**config.mk**
```make
export PLATFORM = sky130hd
export DESIGN_NAME = ht_cmd_initiator_flat
export DESIGN_NICKNAME = d
export VERILOG_FILES = /design/src/rtl/ht_cmd_initiator_pkg.sv /design/src/rtl/ht_cmd_initiator_if.sv /design/src/rtl/ht_cmd_initiator_ts_fifo.sv /design/src/rtl/ht_cmd_initiator.sv /design/src/flat_wrapper.sv
export SDC_FILE = /design/constraint.sdc
export NUM_CORES = 1
export LEC_CHECK = 0
export ABC_AREA = 1
export BUFFER_PORTS_ARGS = -buffer_cell sky130_fd_sc_hd__buf_2
export CAP_MARGIN = 20
export CORE_ASPECT_RATIO = 0.6
export CORE_MARGIN = 3
export CORE_UTILIZATION = 35
export CTS_CLUSTER_DIAMETER = 100
export CTS_CLUSTER_SIZE = 14
export DETAILED_ROUTE_END_ITERATION = 16
export GPL_TIMING_DRIVEN = 0
export PLACE_DENSITY = 0.67
export REMOVE_ABC_BUFFERS = 1
export SLEW_MARGIN = 20
export SYNTH_ARGS = -nofsm -noshare
export SYNTH_HDL_FRONTEND = slang
export SYNTH_SLANG_ARGS = --single-unit
```
**constraint.sdc**
```tcl
create_clock -name clk_i -period 15.45 [get_ports clk_i]
set_input_delay 3.09 -clock clk_i [delete_from_list [all_inputs] [get_ports clk_i]]
set_output_delay 3.09 -clock clk_i [all_outputs]
set_load 0.01 [all_outputs]
```
**src/rtl/ht_cmd_initiator_pkg.sv**
```systemverilog
// Shared hash-table command/result payloads and widths for the command initiator.
package hash_table;

    localparam int unsigned LAT_W = 16;
    localparam int unsigned KEY_W = 32;
    localparam int unsigned VAL_W = 32;

    typedef enum logic [1:0] {
        OP_LOOKUP = 2'd0,
        OP_INSERT = 2'd1,
        OP_DELETE = 2'd2,
        OP_CLEAR  = 2'd3
    } ht_opcode_e;

    typedef enum logic [1:0] {
        ST_OK        = 2'd0,
        ST_NOT_FOUND = 2'd1,
        ST_FULL      = 2'd2,
        ST_ERROR     = 2'd3
    } ht_status_e;

    typedef struct packed {
        ht_opcode_e         opcode;
        logic [KEY_W-1:0]   key;
        logic [VAL_W-1:0]   value;
    } ht_command_t;

    typedef struct packed {
        ht_status_e         status;
        logic [VAL_W-1:0]   value;
    } ht_result_t;

    typedef enum logic [1:0] {
        WD_IDLE    = 2'd0,
        WD_WAIT    = 2'd1,
        WD_TIMEOUT = 2'd2
    } wd_state_e;

endpackage

```
**src/rtl/ht_cmd_initiator_if.sv**
```systemverilog
// Valid/ready channels between the initiator and the hash table.
interface ht_cmd_if;
    import hash_table::*;

    ht_command_t cmd;
    logic        valid;
    logic        ready;

    modport master (output cmd, output valid, input ready);
    modport slave  (input cmd, input valid, output ready);
endinterface

interface ht_res_if;
    import hash_table::*;

    ht_result_t result;
    logic       valid;
    logic       ready;

    modport master (output result, output valid, input ready);
    modport slave  (input result, input valid, output ready);
endinterface

```
**src/rtl/ht_cmd_initiator_ts_fifo.sv**
```systemverilog
// Show-ahead timestamp FIFO; the caller never pushes when full or pops when empty.
module ht_ts_fifo #(
    parameter int unsigned DEPTH = 8,
    parameter int unsigned WIDTH = 16
) (
    input  logic             clk_i,
    input  logic             rst_i,
    input  logic             push_i,
    input  logic [WIDTH-1:0] data_i,
    input  logic             pop_i,
    output logic [WIDTH-1:0] head_o
);

    localparam int unsigned PTR_W = $clog2(DEPTH);

    logic [WIDTH-1:0] mem [DEPTH];
    logic [PTR_W-1:0] wr_ptr;
    logic [PTR_W-1:0] rd_ptr;

    always_ff @(posedge clk_i) begin
        if (push_i) begin
            mem[wr_ptr] <= data_i;
        end
    end

    // DEPTH is a power of two, so the pointers wrap naturally.
    always_ff @(posedge clk_i or posedge rst_i) begin
        if (rst_i) begin
            wr_ptr <= '0;
            rd_ptr <= '0;
        end else begin
            if (push_i) wr_ptr <= wr_ptr + PTR_W'(1);
            if (pop_i)  rd_ptr <= rd_ptr + PTR_W'(1);
        end
    end

    assign head_o = mem[rd_ptr];

endmodule

```
**src/rtl/ht_cmd_initiator.sv**
```systemverilog
// Issues user commands to the hash table, tracks outstanding requests and
// returns results with issue-to-response latency, watchdog and error flags.
module ht_cmd_initiator
    import hash_table::*;
#(
    parameter int unsigned MAX_INFLIGHT = 8,
    parameter int unsigned TIMEOUT      = 1024
) (
    input  logic                          clk_i,
    input  logic                          rst_i,
    input  ht_command_t                   user_cmd_i,
    input  logic                          user_cmd_valid_i,
    output logic                          user_cmd_ready_o,
    ht_cmd_if.master                      ht_cmd_out,
    ht_res_if.slave                       ht_res_in,
    output ht_result_t                    user_res_o,
    output logic [LAT_W-1:0]              user_res_latency_o,
    output logic                          user_res_valid_o,
    input  logic                          user_res_ready_i,
    output logic [$clog2(MAX_INFLIGHT):0] inflight_o,
    output logic                          timeout_o,
    input  logic                          clear_timeout_i,
    output logic                          proto_err_o,
    output logic [31:0]                   cmd_cnt_o,
    output logic [31:0]                   res_cnt_o
);

    localparam int unsigned      CNT_W   = $clog2(MAX_INFLIGHT) + 1;
    localparam int unsigned      WD_W    = $clog2(TIMEOUT) + 1;
    localparam logic [CNT_W-1:0] MAX_CNT = CNT_W'(MAX_INFLIGHT);
    localparam logic [WD_W-1:0]  WD_LAST = WD_W'(TIMEOUT - 1);

    logic             not_full_c;
    logic             issue_c;
    logic             res_ready_c;
    logic             accept_c;
    logic             pop_c;
    logic [CNT_W-1:0] inflight_nxt;
    logic [LAT_W-1:0] cycle_cnt;
    logic [LAT_W-1:0] ts_head;
    logic [WD_W-1:0]  wd_cnt;
    logic [WD_W-1:0]  wd_cnt_nxt;
    wd_state_e        state;
    wd_state_e        state_nxt;

    // Combinational issue path, throttled at MAX_INFLIGHT outstanding.
    assign not_full_c       = inflight_o < MAX_CNT;
    assign ht_cmd_out.cmd   = user_cmd_i;
    assign ht_cmd_out.valid = user_cmd_valid_i && not_full_c;
    assign user_cmd_ready_o = ht_cmd_out.ready && not_full_c;
    assign issue_c          = ht_cmd_out.valid && ht_cmd_out.ready;

    assign res_ready_c      = !user_res_valid_o || user_res_ready_i;
    assign ht_res_in.ready  = res_ready_c;
    assign accept_c         = ht_res_in.valid && res_ready_c;
    // An unsolicited response leaves the timestamp FIFO untouched.
    assign pop_c            = accept_c && (inflight_o != '0);

    always_comb begin
        inflight_nxt = inflight_o;
        if (issue_c && !pop_c) begin
            inflight_nxt = inflight_o + CNT_W'(1);
        end else if (pop_c && !issue_c) begin
            inflight_nxt = inflight_o - CNT_W'(1);
        end
    end

    ht_ts_fifo #(
        .DEPTH (MAX_INFLIGHT),
        .WIDTH (LAT_W)
    ) u_ts_fifo (
        .clk_i  (clk_i),
        .rst_i  (rst_i),
        .push_i (issue_c),
        .data_i (cycle_cnt),
        .pop_i  (pop_c),
        .head_o (ts_head)
    );

    always_ff @(posedge clk_i or posedge rst_i) begin
        if (rst_i) begin
            cycle_cnt          <= '0;
            inflight_o         <= '0;
            user_res_valid_o   <= 1'b0;
            user_res_o         <= '0;
            user_res_latency_o <= '0;
            proto_err_o        <= 1'b0;
            cmd_cnt_o          <= '0;
            res_cnt_o          <= '0;
            timeout_o          <= 1'b0;
        end else begin
            cycle_cnt  <= cycle_cnt + LAT_W'(1);
            inflight_o <= inflight_nxt;
            timeout_o  <= (state_nxt == WD_TIMEOUT);

            if (accept_c) begin
                user_res_valid_o   <= 1'b1;
                user_res_o         <= ht_res_in.result;
                user_res_latency_o <= pop_c ? LAT_W'(cycle_cnt - ts_head) : '0;
            end else if (user_res_ready_i) begin
                user_res_valid_o <= 1'b0;
            end

            if (accept_c && !pop_c) begin
                proto_err_o <= 1'b1;
            end else if (clear_timeout_i) begin
                proto_err_o <= 1'b0;
            end

            if (issue_c && (cmd_cnt_o != '1))  cmd_cnt_o <= cmd_cnt_o + 32'd1;
            if (accept_c && (res_cnt_o != '1)) res_cnt_o <= res_cnt_o + 32'd1;
        end
    end

    always_ff @(posedge clk_i or posedge rst_i) begin
        if (rst_i) begin
            state  <= WD_IDLE;
            wd_cnt <= '0;
        end else begin
            state  <= state_nxt;
            wd_cnt <= wd_cnt_nxt;
        end
    end

    // Watchdog: counts cycles since the last issue-from-idle or accepted response.
    always_comb begin
        state_nxt  = state;
        wd_cnt_nxt = wd_cnt;
        unique case (state)
            WD_IDLE: begin
                wd_cnt_nxt = '0;
                if (issue_c) state_nxt = WD_WAIT;
            end
            WD_WAIT: begin
                if (inflight_nxt == '0) begin
                    state_nxt  = WD_IDLE;
                    wd_cnt_nxt = '0;
                end else if (accept_c) begin
                    wd_cnt_nxt = '0;
                end else if (wd_cnt == WD_LAST) begin
                    state_nxt  = WD_TIMEOUT;
                    wd_cnt_nxt = '0;
                end else begin
                    wd_cnt_nxt = wd_cnt + WD_W'(1);
                end
            end
            WD_TIMEOUT: begin
                wd_cnt_nxt = '0;
                if (clear_timeout_i) state_nxt = WD_IDLE;
            end
            default: begin
                state_nxt  = WD_IDLE;
                wd_cnt_nxt = '0;
            end
        endcase
    end

endmodule

```
**src/flat_wrapper.sv**
```systemverilog
// flat-port wrapper written by rule: the top's interface ports become plain ports
module ht_cmd_initiator_flat import hash_table::*;
#(
    parameter int unsigned MAX_INFLIGHT = 8,
    parameter int unsigned TIMEOUT      = 1024
)
  (clk_i, rst_i, user_cmd_i, user_cmd_valid_i, user_cmd_ready_o, user_res_o, user_res_latency_o, user_res_valid_o, user_res_ready_i, inflight_o, timeout_o, clear_timeout_i, proto_err_o, cmd_cnt_o, res_cnt_o, ht_cmd_out_cmd, ht_cmd_out_valid, ht_cmd_out_ready, ht_res_in_result, ht_res_in_valid, ht_res_in_ready);
  ht_cmd_if ht_cmd_out_i ();
  ht_res_if ht_res_in_i ();
  input  logic clk_i;
  input  logic rst_i;
  input  ht_command_t user_cmd_i;
  input  logic user_cmd_valid_i;
  output logic user_cmd_ready_o;
  output ht_result_t user_res_o;
  output logic [LAT_W-1:0] user_res_latency_o;
  output logic user_res_valid_o;
  input  logic user_res_ready_i;
  output logic [$clog2(MAX_INFLIGHT):0] inflight_o;
  output logic timeout_o;
  input  logic clear_timeout_i;
  output logic proto_err_o;
  output logic [31:0] cmd_cnt_o;
  output logic [31:0] res_cnt_o;
  output wire logic [$bits(ht_cmd_out_i.cmd)-1:0] ht_cmd_out_cmd;
  output wire logic [$bits(ht_cmd_out_i.valid)-1:0] ht_cmd_out_valid;
  input wire logic [$bits(ht_cmd_out_i.ready)-1:0] ht_cmd_out_ready;
  input wire logic [$bits(ht_res_in_i.result)-1:0] ht_res_in_result;
  input wire logic [$bits(ht_res_in_i.valid)-1:0] ht_res_in_valid;
  output wire logic [$bits(ht_res_in_i.ready)-1:0] ht_res_in_ready;
  assign ht_cmd_out_cmd = ht_cmd_out_i.cmd;
  assign ht_cmd_out_valid = ht_cmd_out_i.valid;
  assign ht_cmd_out_i.ready = ht_cmd_out_ready;
  assign ht_res_in_i.result = ht_res_in_result;
  assign ht_res_in_i.valid = ht_res_in_valid;
  assign ht_res_in_ready = ht_res_in_i.ready;
  ht_cmd_initiator #(.MAX_INFLIGHT(MAX_INFLIGHT), .TIMEOUT(TIMEOUT)) u_core (.clk_i(clk_i), .rst_i(rst_i), .user_cmd_i(user_cmd_i), .user_cmd_valid_i(user_cmd_valid_i), .user_cmd_ready_o(user_cmd_ready_o), .ht_cmd_out(ht_cmd_out_i), .ht_res_in(ht_res_in_i), .user_res_o(user_res_o), .user_res_latency_o(user_res_latency_o), .user_res_valid_o(user_res_valid_o), .user_res_ready_i(user_res_ready_i), .inflight_o(inflight_o), .timeout_o(timeout_o), .clear_timeout_i(clear_timeout_i), .proto_err_o(proto_err_o), .cmd_cnt_o(cmd_cnt_o), .res_cnt_o(res_cnt_o));
endmodule
```
==> run_results.csv <==
group,metric,value,unit
outcome,status,"finished clean",
synth,synthArstFlopShare,54.93,%
synth,synth_area_leader_cell,"dfrtp_1",
cts,hold_buffers,0,
route,ant_nets,0,
place,dp_hpwl,28490,µm
cts,post_cts_resized,0,
critical_path,path_cells,"buf_2, inv_2, nand2_1, buf_2",
synth,synthFlopType,"dfrtp_1",
synth,synthSimpleGateAreaFrac,23.05,%
synth,yosysWarnings,0,
die,initial_core_util,35.64,%
cts,cts_made_buffers,24,
timing,fmax,151.1,MHz
flow_run,cap_violations,0,
global_routing,grt_max_degree,88,
route,drtPass1Iterations,5,
global_routing,track_usage,18.91,%
die,core-area,39240,µm²
timing,final.setup_skew,18.40,ps
synth,ys_ff_latch,284,
worst_hold_path,min_path_type,"register to register",
synth,synth_edf_count,128,
timing,slew_headroom,30.10,%
power_and_ir_drop,p_seq_share,43.5,%
critical_path,slowest_stage,"buf_2",
critical_path,cp-start-kind,"input pin",
critical_path,crit_family,"buffers and inverters",
die,die_h,160.8,µm
cts,postCtsSetupBuffers,0,
power_and_ir_drop,internal_power,0.001410,W
power_and_ir_drop,combPwrFrac,31.0,%
power_and_ir_drop,power_leakage,6.829,nW
route,vias,10880,
synth,synth_compound_area_share,6.952,%
place,placed_cells,2110,
worst_hold_path,holdPathEnd,"u_core.user_res_o[0]",
worst_hold_path,worstHoldStart,"u_core.user_res_o[0]",
cts,cts.sinks,284,
timing,setup_viol,0,
place,io_buffers,164,
synth,yosys.area_share.adder,2.201,%
synth,netlist.area_leader.share,27.92,%
critical_path,ff2ff_path_depth,13,
power_and_ir_drop,p_sw,0.0008502,W
critical_path,cp.arrival,3530,ps
layout,drive_gt1_share,15.08,%
timing,tightest_slew,1042,ps
cts,htreeDepth,1,
global_routing,grt_pass1_vias,10150,
route,viasPerCell,5.053,
layout,final_cells,2153,
layout,diodes,0,
die,die_x,264.0,µm
synth,synthMuxAreaShare,0,%
cts,cts_tree,"built",
worst_hold_path,worstHoldPathCells,2,
critical_path,crit_buf_inv,3,
critical_path,cpPeakStageDelay,170,ps
cts,clkLatencyLatePin,540,ps
critical_path,path_class,"input pin to output port",
synth,synth.distinct_cells,42,
timing,fin_setup_tns,0,ps
route,drt-total-wl,41180,µm
critical_path,rr_endpoint,"u_core.user_res_latency_o[15]",
layout,syn_to_final_growth,12.01,%
power_and_ir_drop,peakVddDrop,0.08742,mV
global_routing,overflow,0,
critical_path,end_kind,"output port",
layout,layout_commonest_cell,"nand2_1",
critical_path,reg2reg_slack,11170,ps
global_routing,grt_pass1_wl,62800,µm
timing,rsz0062_at_grt,"no",
route,drtIter0Drc,924,
synth,avgSynthCellArea,9.128,µm²
synth,synth_area_leaders,"dfrtp_1 28%, edfxtp_1 27%, nand2_1 12%, nor2_1 4.2%, o21ai_0 3.8%",
critical_path,cp_data_required_time,12360,ps
synth,synth_top_family_by_area,"simple AND/OR/NAND/NOR gates",
synth,synth_xor_area_share,4.823,%
timing,period_needed,6620,ps
layout,layout_common_cells,"458 x nand2_1, 164 x buf_2, 154 x dfrtp_1",
timing,fin_crit_sh,42.85,%
power_and_ir_drop,power.density,144.3,nW/µm²
global_routing,antenna_found_initial,0,
route,wire_per_inst,19.13,µm
critical_path,worstReg2RegStart,"u_core.u_ts_fifo.rd_ptr[1]",
synth,yosysSeqAreaShare,55.40,%
die,pin_count,297,
die,die_area,42470,µm²
critical_path,critPathMaxFanout,3,
synth,syn-cell-area,13980,µm²
timing,hold_violations,0,
cts,cts-root-buf,"clkbuf_16",
place,gp_congestion,0.8963,
die,num_rows,56,
timing,drv_slew,0,
critical_path,cpMostUsedCell,"buf_2",
power_and_ir_drop,clkPwrFrac,25.5,%
cts,clk_path_buf_depth,3,
route,drc_errors,0,
synth,synthCells,1532,
power_and_ir_drop,netSwitchingFraction,37.61,%
layout,fin_nets,1746,
cts,clk_transition_reported_paths,60,ps
through the flow:
| step | utilization [%] | hold WS, ps | total power [W] | cell area, µm² | worst slack [ps] |
|---|---|---|---|---|---|
| after floorplan | - | 473.6 | 0.001406 | 13280 | 8153 |
| after global placement | 37.60 | 456.9 | 0.001654 | 14750 | 5912 |
| final | 39.92 | 473.3 | 0.002261 | 15660 | 8830 |
| after detailed placement | 38.09 | 459.2 | 0.001697 | 14950 | 8833 |
| after global routing | 39.92 | 493.8 | 0.002408 | 15660 | 8783 |
| after CTS | 39.85 | 477.8 | 0.002275 | 15640 | 8832 |
worst max path at each step:
| stage | start | end | slack, ps | cells past startpoint |
|---|---|---|---|---|
| 3_5_place_dp | user_res_ready_i | ht_res_in_ready | 8830 | 4 |
| 3_3_place_gp | rst_i | u_core.user_res_o[3] | 5910 | 2 |
| 6_report | user_res_ready_i | ht_res_in_ready | 8830 | 4 |
| 2_1_floorplan | rst_i | u_core.cmd_cnt_o[0] | 8150 | 1 |
| 5_1_grt | user_res_ready_i | ht_res_in_ready | 8780 | 4 |
| 4_1_cts | user_res_ready_i | ht_res_in_ready | 8830 | 4 |
cell families after synthesis:
family | after synthesis
DFF | 284
AOI/OAI and AO/OA | 173
and+or+nand+nor | 767
buffers and inverters | 207
xor gates and xnor gates | 77
adders and majority gates | 24
metal layers:
layer / wire length [µm] / track usage [%]
met5: 188 / 3.716
met1: 20200 / 29.41
met2: 15980 / 24.82
met4: 575 / 2.713
met3: 4229 / 6.982
Yosys cell counts (2+ instances only):
master	number
dfrtp_1	156
a21boi_0	3
nor2_1	155
nand3b_1	10
inv_1	88
a21oi_1	19
o21ai_1	9
or2_2	3
o21ai_0	106
nand2_1	459
nand2_2	8
buf_4	67
xor2_1	51
ha_1	23
nor3_1	35
nand3_1	56
edfxtp_1	128
buf_6	2
nor3_2	7
o221ai_1	14
buf_1	2
clkbuf_1	30
o22ai_1	16
inv_2	6
xnor2_1	26
o21bai_1	2
nand4_1	19
nand3_2	2
buf_2	12
nor2_2	6
tightest hold or removal path, stage by stage (launching register included):
cell and delay (ps):
dfrtp_1 340, nand2_1 50, nand2_1 50
power groups by stage:
| stage | logic [W] | registers, W | clock network, W |
|---|---|---|---|
| global route | 0.000787 | 0.00100 | 0.000621 |
| floorplan | 0.000411 | 0.000995 | 0 |
| global placement | 0.000646 | 0.00101 | 0 |
| finish | 0.000701 | 0.000984 | 0.000575 |
| detailed placement | 0.000700 | 0.000997 | 0 |
| CTS | 0.000704 | 0.000982 | 0.000589 |
flip-flops by register name (all words and copies together), names as in the netlist, 2 cells and up:
signal,cells
u_core.user_res_latency_o,16
u_core.u_ts_fifo.wr_ptr,3
u_core.state,2
u_core.u_ts_fifo.mem,128
u_core.inflight_o,4
u_core.wd_cnt,11
u_core.cmd_cnt_o,32
u_core.user_res_o,34
u_core.cycle_cnt,16
u_core.res_cnt_o,32
u_core.u_ts_fifo.rd_ptr,3
area by class of cell:
cell class	count	area [µm²]
fill	3871	23580
sequential	284	7750
multi-input combinational	1041	5245
timing repair buffer	170	965.9
clock buffer	40	660.6
tap	522	653.1
inverter	94	360.3
clock inverter	2	27.53
No activity file was read; power rests on OpenSTA's default activity.
